<file path="src/rtl/alu_pkg.sv">
// ALU op-code encoding shared by the arbiter and its requesters.
package alu_pkg;

  localparam int ALU_OP_W = 4;

  typedef enum logic [ALU_OP_W-1:0] {
    ALU_ADD  = 4'h0,
    ALU_SLL  = 4'h1,
    ALU_SLT  = 4'h2,
    ALU_SLTU = 4'h3,
    ALU_XOR  = 4'h4,
    ALU_SRL  = 4'h5,
    ALU_OR   = 4'h6,
    ALU_AND  = 4'h7,
    ALU_SUB  = 4'h8,
    ALU_LUI  = 4'hB,
    ALU_SRA  = 4'hD
  } alu_op_e;

  function automatic logic is_legal_op(input alu_op_e op);
    case (op)
      ALU_ADD, ALU_SLL, ALU_SLT, ALU_SLTU, ALU_XOR, ALU_SRL,
      ALU_OR, ALU_AND, ALU_SUB, ALU_LUI, ALU_SRA: is_legal_op = 1'b1;
      default:                                    is_legal_op = 1'b0;
    endcase
  endfunction

endpackage

</file>
<file path="src/rtl/rr_arbiter.sv">
// Round-robin arbiter: one-hot grant to the first request at or after the
// rotating pointer; the pointer moves past the winner when advance is set.
module rr_arbiter #(
  parameter int N = 2
) (
  input  logic         clk,
  input  logic         rst_n,
  input  logic [N-1:0] i_req,
  input  logic         i_advance,
  output logic [N-1:0] o_gnt
);

  localparam int PTR_W = (N > 1) ? $clog2(N) : 1;

  logic [PTR_W-1:0] r_ptr;
  logic [PTR_W-1:0] w_ptr_nxt;
  logic [N-1:0]     w_gnt;
  logic             w_found;

  // base + off stays below 2N, so one conditional subtraction wraps it
  function automatic logic [PTR_W-1:0] wrap(input logic [PTR_W-1:0] base, input int off);
    int s;
    s = int'(base) + off;
    if (s >= N) begin
      s = s - N;
    end else begin
      s = s;
    end
    return PTR_W'(s);
  endfunction

  // Search starting at the pointer for the first active request
  always_comb begin
    w_gnt     = '0;
    w_found   = 1'b0;
    w_ptr_nxt = r_ptr;
    for (int k = 0; k < N; k++) begin
      if (!w_found && i_req[wrap(r_ptr, k)]) begin
        w_found              = 1'b1;
        w_gnt[wrap(r_ptr, k)] = 1'b1;
        w_ptr_nxt            = wrap(r_ptr, k + 1);
      end else begin
        w_found = w_found;
      end
    end
  end

  // Rotating priority pointer
  always_ff @(posedge clk or negedge rst_n) begin
    if (!rst_n) begin
      r_ptr <= '0;
    end else if (i_advance && w_found) begin
      r_ptr <= w_ptr_nxt;
    end else begin
      r_ptr <= r_ptr;
    end
  end

  assign o_gnt = w_gnt;

endmodule

</file>
<file path="src/rtl/alu_arbiter.sv">
// Shares one combinational ALU between NUM_REQ requesters; results land in a
// per-requester response slot one cycle after acceptance.
module alu_arbiter
  import alu_pkg::*;
#(
  parameter int NUM_REQ = 2,
  parameter int XLEN    = 32
) (
  input  logic                               clk,
  input  logic                               rst_n,
  input  logic [NUM_REQ-1:0]                 req_valid,
  output logic [NUM_REQ-1:0]                 req_ready,
  input  logic [NUM_REQ-1:0][ALU_OP_W-1:0]   req_op,
  input  logic [NUM_REQ-1:0][XLEN-1:0]       req_a,
  input  logic [NUM_REQ-1:0][XLEN-1:0]       req_b,
  output logic [NUM_REQ-1:0]                 rsp_valid,
  input  logic [NUM_REQ-1:0]                 rsp_ready,
  output logic [NUM_REQ-1:0][XLEN-1:0]       rsp_data,
  output logic [NUM_REQ-1:0]                 rsp_err,
  output logic [ALU_OP_W-1:0]                alu_op,
  output logic [XLEN-1:0]                    operand_a,
  output logic [XLEN-1:0]                    operand_b,
  input  logic [XLEN-1:0]                    alu_data
);

  logic [NUM_REQ-1:0]           r_rsp_valid;
  logic [NUM_REQ-1:0][XLEN-1:0] r_rsp_data;
  logic [NUM_REQ-1:0]           r_rsp_err;

  logic [NUM_REQ-1:0]  w_eligible;
  logic [NUM_REQ-1:0]  w_gnt;
  logic [ALU_OP_W-1:0] w_sel_op;
  logic [XLEN-1:0]     w_sel_a;
  logic [XLEN-1:0]     w_sel_b;
  logic                w_sel_legal;

  // A slot freed by rsp_ready this cycle can take a new result at the same edge
  assign w_eligible = req_valid & (~r_rsp_valid | rsp_ready);

  rr_arbiter #(.N(NUM_REQ)) u_rr (
    .clk       (clk),
    .rst_n     (rst_n),
    .i_req     (w_eligible),
    .i_advance (1'b1),
    .o_gnt     (w_gnt)
  );

  // Select the granted request; with no grant this defaults to ADD 0,0
  always_comb begin
    w_sel_op = ALU_ADD;
    w_sel_a  = '0;
    w_sel_b  = '0;
    for (int i = 0; i < NUM_REQ; i++) begin
      if (w_gnt[i]) begin
        w_sel_op = req_op[i];
        w_sel_a  = req_a[i];
        w_sel_b  = req_b[i];
      end else begin
        w_sel_op = w_sel_op;
      end
    end
    w_sel_legal = is_legal_op(alu_op_e'(w_sel_op));
  end

  // Illegal ops never reach the ALU; it sees the idle ADD 0,0 instead
  always_comb begin
    if (w_sel_legal) begin
      alu_op    = w_sel_op;
      operand_a = w_sel_a;
      operand_b = w_sel_b;
    end else begin
      alu_op    = ALU_ADD;
      operand_a = '0;
      operand_b = '0;
    end
  end

  // Response slots: fill on grant, drain on rsp_ready, hold otherwise
  always_ff @(posedge clk or negedge rst_n) begin
    if (!rst_n) begin
      r_rsp_valid <= '0;
      r_rsp_data  <= '0;
      r_rsp_err   <= '0;
    end else begin
      for (int i = 0; i < NUM_REQ; i++) begin
        if (w_gnt[i]) begin
          r_rsp_valid[i] <= 1'b1;
          r_rsp_data[i]  <= w_sel_legal ? alu_data : '0;
          r_rsp_err[i]   <= ~w_sel_legal;
        end else if (rsp_ready[i]) begin
          r_rsp_valid[i] <= 1'b0;
        end else begin
          r_rsp_valid[i] <= r_rsp_valid[i];
        end
      end
    end
  end

  assign req_ready = w_gnt;
  assign rsp_valid = r_rsp_valid;
  assign rsp_data  = r_rsp_data;
  assign rsp_err   = r_rsp_err;

endmodule

</file>
<file path="config.mk">
export PLATFORM = sky130hd
export DESIGN_NAME = alu_arbiter
export DESIGN_NICKNAME = d
export VERILOG_FILES = /design/src/rtl/alu_pkg.sv /design/src/rtl/rr_arbiter.sv /design/src/rtl/alu_arbiter.sv
export SDC_FILE = /design/constraint.sdc
export NUM_CORES = 1
export LEC_CHECK = 0
export CAP_MARGIN = 20
export CORE_AREA = 2 2 122 124
export CTS_CLUSTER_SIZE = 20
export DETAILED_ROUTE_END_ITERATION = 10
export DIE_AREA = 0 0 124 126
export PLACE_DENSITY = 0.68
export SYNTH_ARGS = -nofsm -noshare
export SYNTH_HDL_FRONTEND = slang
export SYNTH_HIERARCHICAL = 1
export SYNTH_SLANG_ARGS = --single-unit
</file>
<file path="constraint.sdc">
create_clock -name clk -period 9.07 [get_ports clk]
set_clock_uncertainty 0.15 [all_clocks]
set_input_delay 1.814 -clock clk [delete_from_list [all_inputs] [get_ports clk]]
set_output_delay 1.814 -clock clk [all_outputs]
set_load 0.02 [all_outputs]
</file>
======== Word level (Yosys, flattened, before mapping) ========
Memory sizes are Yosys's and may differ from the RTL's.
Index checks and enable logic that the tools add are counted.
storage, ports and cells
  flip-flop bits (word level) ............. 69
  memories kept ........................... 1
  output and inout port bits .............. 138
  memory bits (read-only) ................. 16
memory list
  memory            words  bits a word  read ports  clocked after memory_dff  wr ports  RTL line       source
  (name not given)  16     1            1           0                         0         alu_pkg.sv:21  case (op)
cells by class
  mux-type cells .......................... 33
  $lt $le $gt $ge ......................... 9
  bitwise operators ....................... 5
  reduce and logical (&&, ||, !) cells .... 8
  add/sub/neg operators ................... 5
operator list
  cell                 count
  $mux 32              7
  $mux 1               19
  $mux 4               3
  $lt 1x2->1 const B   4
  $reduce_bool 2->1    3
  $mux 2               2
  $or 2x2->2           2
  $add 1x2->3 const B  1
  $ge 3x2->1 const B   1
  $logic_and 1x1->1    3
  $sub 1x1->1 const B  3
  $add 1x1->2 const B  1
  $and 2x2->2          1
  $demux 1 s1          2
  $ge 1x1->1 const B   2
  $ge 1x2->1 const B   1
  $ge 2x2->1 const B   1
  $not 2->2            1
  $reduce_and 2->1     1
  $logic_not 1->1      1
  $not 1->1            1

======== Depth between registers and ports, before layout ========
Gate-level depths: netlist of the first run.
An unclocked memory read counts as a cell.
  depth in word-level cells ............... 19
  mapped depth ............................ 14

======== Hierarchy ========
Netlist of the first run, hierarchy kept.
modules (own cells, without submodules)
  module       times used  area an instance (µm²)  cells an instance
  alu_arbiter  1           3,703.6                 425
  rr_arbiter   1           55.1                    6

======== Worst setup path before layout of the first run ========
Ideal clock, no wire load.
  kind .................................... input to output
  from .................................... input port rsp_ready[1]
  to ...................................... output port alu_op[2]
  slack ................................... 2.567 ns
  stages on the path ...................... 13
  data required time ...................... 7.106 ns
  data arrival time ....................... 4.539 ns
  buffers on the path ..................... 4
  path through ............................ nand2b_1 > and2_1 > a21boi_0 > buf_2 > nor2b_1 > buf_2 > a22oi_1 > ha_1 > and3_1 > a221oi_2 > buf_4 > buf_4 > a21oi_1
on the way
  word-level cells in the longest chain between the ends .. 12
  elaborated cells on any way between the ends .. 16
  those cells by class .................... mux: 10; bitwise: 3; reduce/logical: 2; memory: 1
RTL lines
  what                                        RTL line           source
  start: declaration                          alu_arbiter.sv:17  input logic [NUM_REQ-1:0] rsp_ready,
  $or 2x2->2 *                                alu_arbiter.sv:38  assign w_eligible = req_valid & (~r_rsp_valid | rsp_ready);
  $and 2x2->2 *                               alu_arbiter.sv:38
  via w_eligible[1]                           alu_arbiter.sv:30  logic [NUM_REQ-1:0] w_eligible;
  $mux 1 (implied by the code) (2 in series)  rr_arbiter.sv:38   if (!w_found && i_req[wrap(r_ptr, k)]) begin
  $mux 1                                      rr_arbiter.sv:38
  $logic_not 1->1                             rr_arbiter.sv:38
  $logic_and 1x1->1                           rr_arbiter.sv:38
  $mux 2 *                                    rr_arbiter.sv:38
  via req_ready[0]                            alu_arbiter.sv:12  output logic [NUM_REQ-1:0] req_ready,
  $mux 4 * (2 in series)                      alu_arbiter.sv:54  if (w_gnt[i]) begin
  $mem_v2 16x1                                -
  $mux 4 *                                    alu_arbiter.sv:67  if (w_sel_legal) begin
  end: declaration                            alu_arbiter.sv:20  output logic [ALU_OP_W-1:0] alu_op,
The timed path passes the listed nets; every way through them passes the cells marked *. The select of a mux whose other input is x is not followed.

======== Worst setup path after layout of the first run ========
  from .................................... input port rsp_ready[0]
  to ...................................... output port operand_b[3]
on the way
  word-level cells in the longest chain between the ends .. 12
  elaborated cells on any way between the ends .. 18
  those cells by class .................... mux: 12; bitwise: 3; reduce/logical: 2; memory: 1
RTL lines
  what                                        RTL line           source
  $or 2x2->2 *                                alu_arbiter.sv:38
  $and 2x2->2 *                               alu_arbiter.sv:38
  via w_eligible[0]                           alu_arbiter.sv:30
  $mux 1 (implied by the code) (2 in series)  rr_arbiter.sv:38
  $mux 1                                      rr_arbiter.sv:38
  $logic_not 1->1                             rr_arbiter.sv:38
  $logic_and 1x1->1                           rr_arbiter.sv:38
  $mux 2 *                                    rr_arbiter.sv:38
  $mux 4 (2 in series)                        alu_arbiter.sv:54
  $mem_v2 16x1                                -
  $mux 32 *                                   alu_arbiter.sv:67
  end: declaration                            alu_arbiter.sv:22  output logic [XLEN-1:0] operand_b,
Marked as above.

==> results of run 1 <==
-- worst min path at each step --
stage | end | slack, ns
4_1_cts | rsp_err[1] | 0.33
2_1_floorplan | u_rr/r_ptr | 0.32
3_5_place_dp | rsp_err[1] | 0.32
3_3_place_gp | rsp_err[1] | 0.31
5_1_grt | rsp_err[1] | 0.35
6_report | rsp_err[1] | 0.33
-- layout make-up --
| class | count | area (sq um) | area share |
|---|---|---|---|
| repair buffers | 319 | 3170 | 0.437 |
| clock inverters | 2 | 10.0 | 0.00138 |
| inverters | 35 | 131 | 0.0181 |
| flip-flops and latches | 69 | 1730 | 0.238 |
| diodes | 2 | 5.00 | 0.000690 |
| well taps | 184 | 230 | 0.0317 |
| multi-input cells | 288 | 1740 | 0.240 |
| clock buffers | 14 | 244 | 0.0336 |
-- cells in the mapped netlist --
cell      number  area share
mux2i_1       32       0.085
buf_1          2      0.0020
a221oi_2       1      0.0040
a22oi_1       66        0.13
clkbuf_1      13       0.013
a21oi_1        4      0.0053
nand3b_1       1      0.0020
and2_1         2      0.0033
o22ai_1       32       0.053
nor2_1        98       0.098
a21o_1         1      0.0020
dfrtp_1       69        0.46
and3_1         1      0.0017
nand2b_1       3      0.0050
a31oi_1        1      0.0017
ha_1           1      0.0033
buf_6          1      0.0030
a211oi_2       1      0.0033
a21boi_0       1      0.0020
nand2_1       36       0.036
buf_2         13       0.017
a21boi_1       1      0.0020
nor2b_1        2      0.0033
nand3_1        1      0.0013
inv_1         35       0.035
buf_4         11       0.022
mux2_2         1      0.0030
conb_1         1      0.0010
-- flip-flops by register name, summed over array words and instances, names as in the netlist --
name	flops
rsp_err	2
rsp_data	64
rsp_valid	2
u_rr/r_ptr	1
-- report_power, final --
| part | total, uW | switching, uW | leakage (uW) | internal [uW] |
|---|---|---|---|---|
| Sequential | 442 | 49.0 | 0.000854 | 393 |
| Combinational | 782 | 405 | 0.00207 | 377 |
| Clock | 306 | 121 | 0.000125 | 184 |
-- worst max-delay path: stages --
cell	delay [ns]
clkdlybuf4s50_1	0.45
nand2b_1	0.11
and2_1	0.22
a21boi_4	0.21
nor2b_4	0.48
a22oi_1	0.18
ha_1	0.34
and3_1	0.19
a221oi_4	0.21
buf_4	0.57
nor2_1	0.15
clkdlybuf4s50_1	0.57
-- per-stage QoR --
step	total power (uW)	instance area, sq um	setup WS [ns]
finish	1530	7250	1.56
global route	1620	7250	1.36
global placement	1220	6990	1.70
CTS	1550	7250	1.57
detailed placement	1230	6990	1.59
floorplan	820	3760	2.57
-- routing by layer --
layer | vias up | wire length (um) | GRT usage | part of all wire
met2 | 197 | 8060 | 0.344 | 0.52
met4 | 0 | 456 | 0.0773 | 0.029
li1 | 2059 | - | - | -
met1 | 1994 | 5680 | 0.204 | 0.36
met5 | - | 0 | 0 | 0
met3 | 26 | 1380 | 0.0584 | 0.089
-- logic make-up after synthesis --
family                     count (synthesis)
DFF                                       69
and+or+nand+nor                          144
buffers and inverters                     75
AOI/OAI and AO/OA                        108
other                                      1
muxes                                     33
adders and majority gates                  1
==> results.cfg, run 1 <==
[pwr]
power.leakage_uw = 0.00305
p_per_area_mw_per_mm2 = 211
ir_worst_vdd_uv = 121

[drt]
viasPerCell = 4.68
drt-initial-drc-count = 230
totalWireLength_um = 15600
ant_nets = 0
drc = 0
via_count = 4276
wl_per_cell_um = 17.1
dr.pass1.iters = 4

[cts]
cts_tree = done
clk_pin_slew_ns = 0.05
clk_latency_ns = 0.33
cts_max_level = 3
cts_setup_buffers = 0
root_buffer = clkbuf_16
cts_made_buffers = 9
cts_max_path_buffers = 2
cts_sinks = 69
cts_resized = 0
holdBufCountCts = 0

[critical_path]
setup.worst_path.start = rsp_ready[0]
r2r_slack_ns = 5.89
reg2reg_from = rsp_valid[0]
r2r-end = rsp_data[25]
end_kind = output pin
path_max_fanout = 66
critPathCapture = operand_b[3]
critical_path_required_ns = 7.11
cp-start-kind = input port
arrival_ns = 5.54
r2r.worst_path.cells = 10
critPathKind = in2out

[layout]
final_cells = 913
mostFrequentLayoutCell = clkdlybuf4s50_1
nNetsFinal = 897
drive_gt1_frac = 0.0358
fin_util = 0.507
areaGrowthSynthToFinish_pct = 93.0
nFillCells = 1333
final_cell_mix = clkdlybuf4s50_1 (310), nor2_1 (98), dfrtp_1 (69)

[floorplanning]
die_height_um = 126
placementRows = 44
core_region_area_sq_mm = 0.0143
initial_core_util = 0.263
boundaryPins = 312
dieWidth_um = 124
dieArea_sq_mm = 0.0156

[timing]
rsz0062_at_grt = false
setup_tns_ns = 0
finalCriticalPeriod_ns = 7.51
slew_headroom = 0.420
setup_violations = 0
holdWs_ns = 0.331
fmax_ghz = 0.133
period_share = 0.828
hold_viol = 0
worstMarginPinSlew_ns = 0.871
slew_viol_final = 0

[placement]
place.gp.congestion = 0.833
hpwl_um = 11800
dp_cells = 895
port_buffers = 311

[yosys]
synth_compound_area_frac = 0.205
yosysUniqueCellTypes = 28
syn-mean-instance-area_sq_um = 8.72
synth_warnings = 6
syn-cell-area_sq_mm = 0.00376
synthMuxAreaShare = 0.0882
yosys.area_share.simple = 0.150
ys_seq_area_frac = 0.459
synthCells = 431
synthAdderAreaFrac = 0.00333
synth_top_family_by_area = compound AO/OA/AOI/OAI gates
synth-xor-area-share = 0
ys_ff_latch = 69

[worst_hold_path]
hold_class = reg2reg
worstHoldStart = rsp_err[1]
whs_path_depth = 1

[global_route]
grt_first_pass_wirelength_um = 23000
grt_max_degree = 70
grt_overflow = 0
grt_pass1_vias = 4288
track_usage = 0.191
antenna_found_initial = 2

[run_status]
status = finished clean

[job]
drv_cap = 0
Power figures use the tool's default switching activity.
==> run 2: changes to the inputs <==
Settings changed: PLACE_DENSITY 0.68 to 0.7.
Clock period 9.07 ns to 6.9 ns, I/O delays scaled along.
==> run 2 against run 1 <==
Largest power group unchanged. First-iteration DRC count is 9.1% lower. Register-to-register slack worse by 2.2 ns. Sequential power is 31% higher. Critical path type unchanged. Die area stayed put. Hold slack better by 0.0019 ns. Largest cell class unchanged. Final cell count stayed put. Global-route usage is 0.36 points lower. Power is 38% higher.
==> results.cfg, run 2 (synthesis gave the netlist of run 1 again) <==
[worst_hold_path]
worstHoldStart = rsp_err[1]
whs_path_depth = 1
hold_end = rsp_err[1]
hold_class = reg2reg

[placement]
port_buffers = 311
hpwl_um = 11600
placed_area_sq_mm = 0.00701
place.gp.congestion = 0.923
preCtsSetupSlack_ns = 0.564

[cts]
cts_tree = done
clk_latency_ns = 0.32
holdBufCountCts = 0
clk_pin_slew_ns = 0.06
cts_made_buffers = 9
cts_max_path_buffers = 2
root_buffer = clkbuf_16
cts_sinks = 69
cts_setup_buffers = 0
cts_resized = 0
cts_max_level = 3

[critical_path]
critical_path_required_ns = 5.37
path_max_fanout = 69
r2r.worst_path.cells = 11
r2r-end = rsp_data[24]
slowest_delay_ns = 0.56
path_cells = clkdlybuf4s50_1 > nand2b_1 > and2_1 > a21boi_4 > nor2b_4 > a22oi_1 > inv_1 > ha_1 > and3_1 > a221oi_4 > buf_12 > nor2_1 > clkdlybuf4s50_1
cp-start-kind = input port
slowest_stage = clkdlybuf4s50_1
reg2reg_from = rsp_valid[1]
crit_top_cell = clkdlybuf4s50_1
arrival_ns = 4.79
critPathKind = in2out
r2r_slack_ns = 3.73
end_kind = output pin

[drt]
totalWireLength_um = 15500
ant_nets = 0
top_layer = met4
dr.pass1.iters = 4
drc = 0
wirelength_met1_um = 5980
met3_wirelength_um = 1210
wl_met2_um = 7840
wl_per_cell_um = 16.9
viasPerCell = 4.71
via_count = 4300
drt-initial-drc-count = 209

[pwr]
p_per_area_mw_per_mm2 = 287
power_uw = 2110
power.leakage_uw = 0.00308
ir_worst_vdd_uv = 227

[timing]
rsz0062_at_grt = false
slew_headroom = 0.422
finalCriticalPeriod_ns = 6.32
slew_viol_final = 0
period_share = 0.916
fmax_ghz = 0.158
setup_violations = 0
hold_viol = 0
worstMarginPinSlew_ns = 0.867
fin_ws_ns = 0.577
setup_tns_ns = 0

[floorplanning]
core_region_area_sq_mm = 0.0143
die_height_um = 126
dieWidth_um = 124
initial_core_util = 0.263
dieArea_sq_mm = 0.0156
boundaryPins = 312
placementRows = 44

[layout]
nFillCells = 1316
fin_util = 0.513
final_cell_mix = clkdlybuf4s50_1 (310), nor2_1 (98), dfrtp_1 (69)
drive_gt1_frac = 0.0426
areaGrowthSynthToFinish_pct = 95.2
largest_reg_flops = 64
nNetsFinal = 897
post-route-cell-area_sq_mm = 0.00734
mostFrequentLayoutCell = clkdlybuf4s50_1

[run_status]
status = finished clean

[global_route]
grt_pass1_vias = 4248
grt_overflow = 0
grt_max_degree = 70
track_usage = 0.187
grt_first_pass_wirelength_um = 22500
antenna_found_initial = 2

[job]
drv_cap = 0
[run 2: area by class of cell]
| cell class | count | area, sq um | share of cell area |
|---|---|---|---|
| antenna | 2 | 5.00 | 0.000682 |
| clock buffer | 10 | 239 | 0.0326 |
| clock inverter | 6 | 86.3 | 0.0118 |
| inverter | 35 | 131 | 0.0179 |
| multi-input combinational | 288 | 1740 | 0.237 |
| sequential | 69 | 1730 | 0.235 |
| tap | 184 | 230 | 0.0314 |
| timing repair buffer | 319 | 3180 | 0.433 |
[run 2: power breakdown]
part / leakage [uW] / switching (uW) / total, uW / internal [uW]
Combinational: 0.00207 / 532 / 1030 / 498
Clock: 0.000158 / 171 / 496 / 325
Sequential: 0.000854 / 65.0 / 581 / 516
[run 2: how the worst max path moves through the flow]
stage,end,startpoint,slack [ns],cells past startpoint
after CTS,operand_a[5],rsp_ready[1],0.56,13
after floorplan,alu_op[2],rsp_ready[1],1.26,13
after global routing,operand_a[5],rsp_ready[1],0.35,13
final,operand_b[11],rsp_ready[1],0.58,13
after global placement,operand_a[5],rsp_ready[1],0.63,13
after detailed placement,operand_a[5],rsp_ready[1],0.56,13
[run 2: worst max-delay path, delay by kind of cell]
| family | cells | cell delay (ns) |
|---|---|---|
| buffers and inverters | 4 | 1.43 |
| AOI/OAI and AO/OA | 3 | 0.95 |
| and+or+nand+nor | 5 | 0.71 |
| adders and majority gates | 1 | 0.29 |
[run 2: per-layer routing]
layer / up-vias / global-route usage
met1: 2022 / 0.213
li1: 2064 / -
met5: - / 0
met3: 30 / 0.0498
met2: 184 / 0.330
met4: 0 / 0.0747
[run 2: through the flow]
step	std cells	hold WS [ns]
floorplan	432	0.325
global placement	895	0.316
detailed placement	895	0.323
CTS	911	0.331
global route	913	0.367
finish	913	0.333
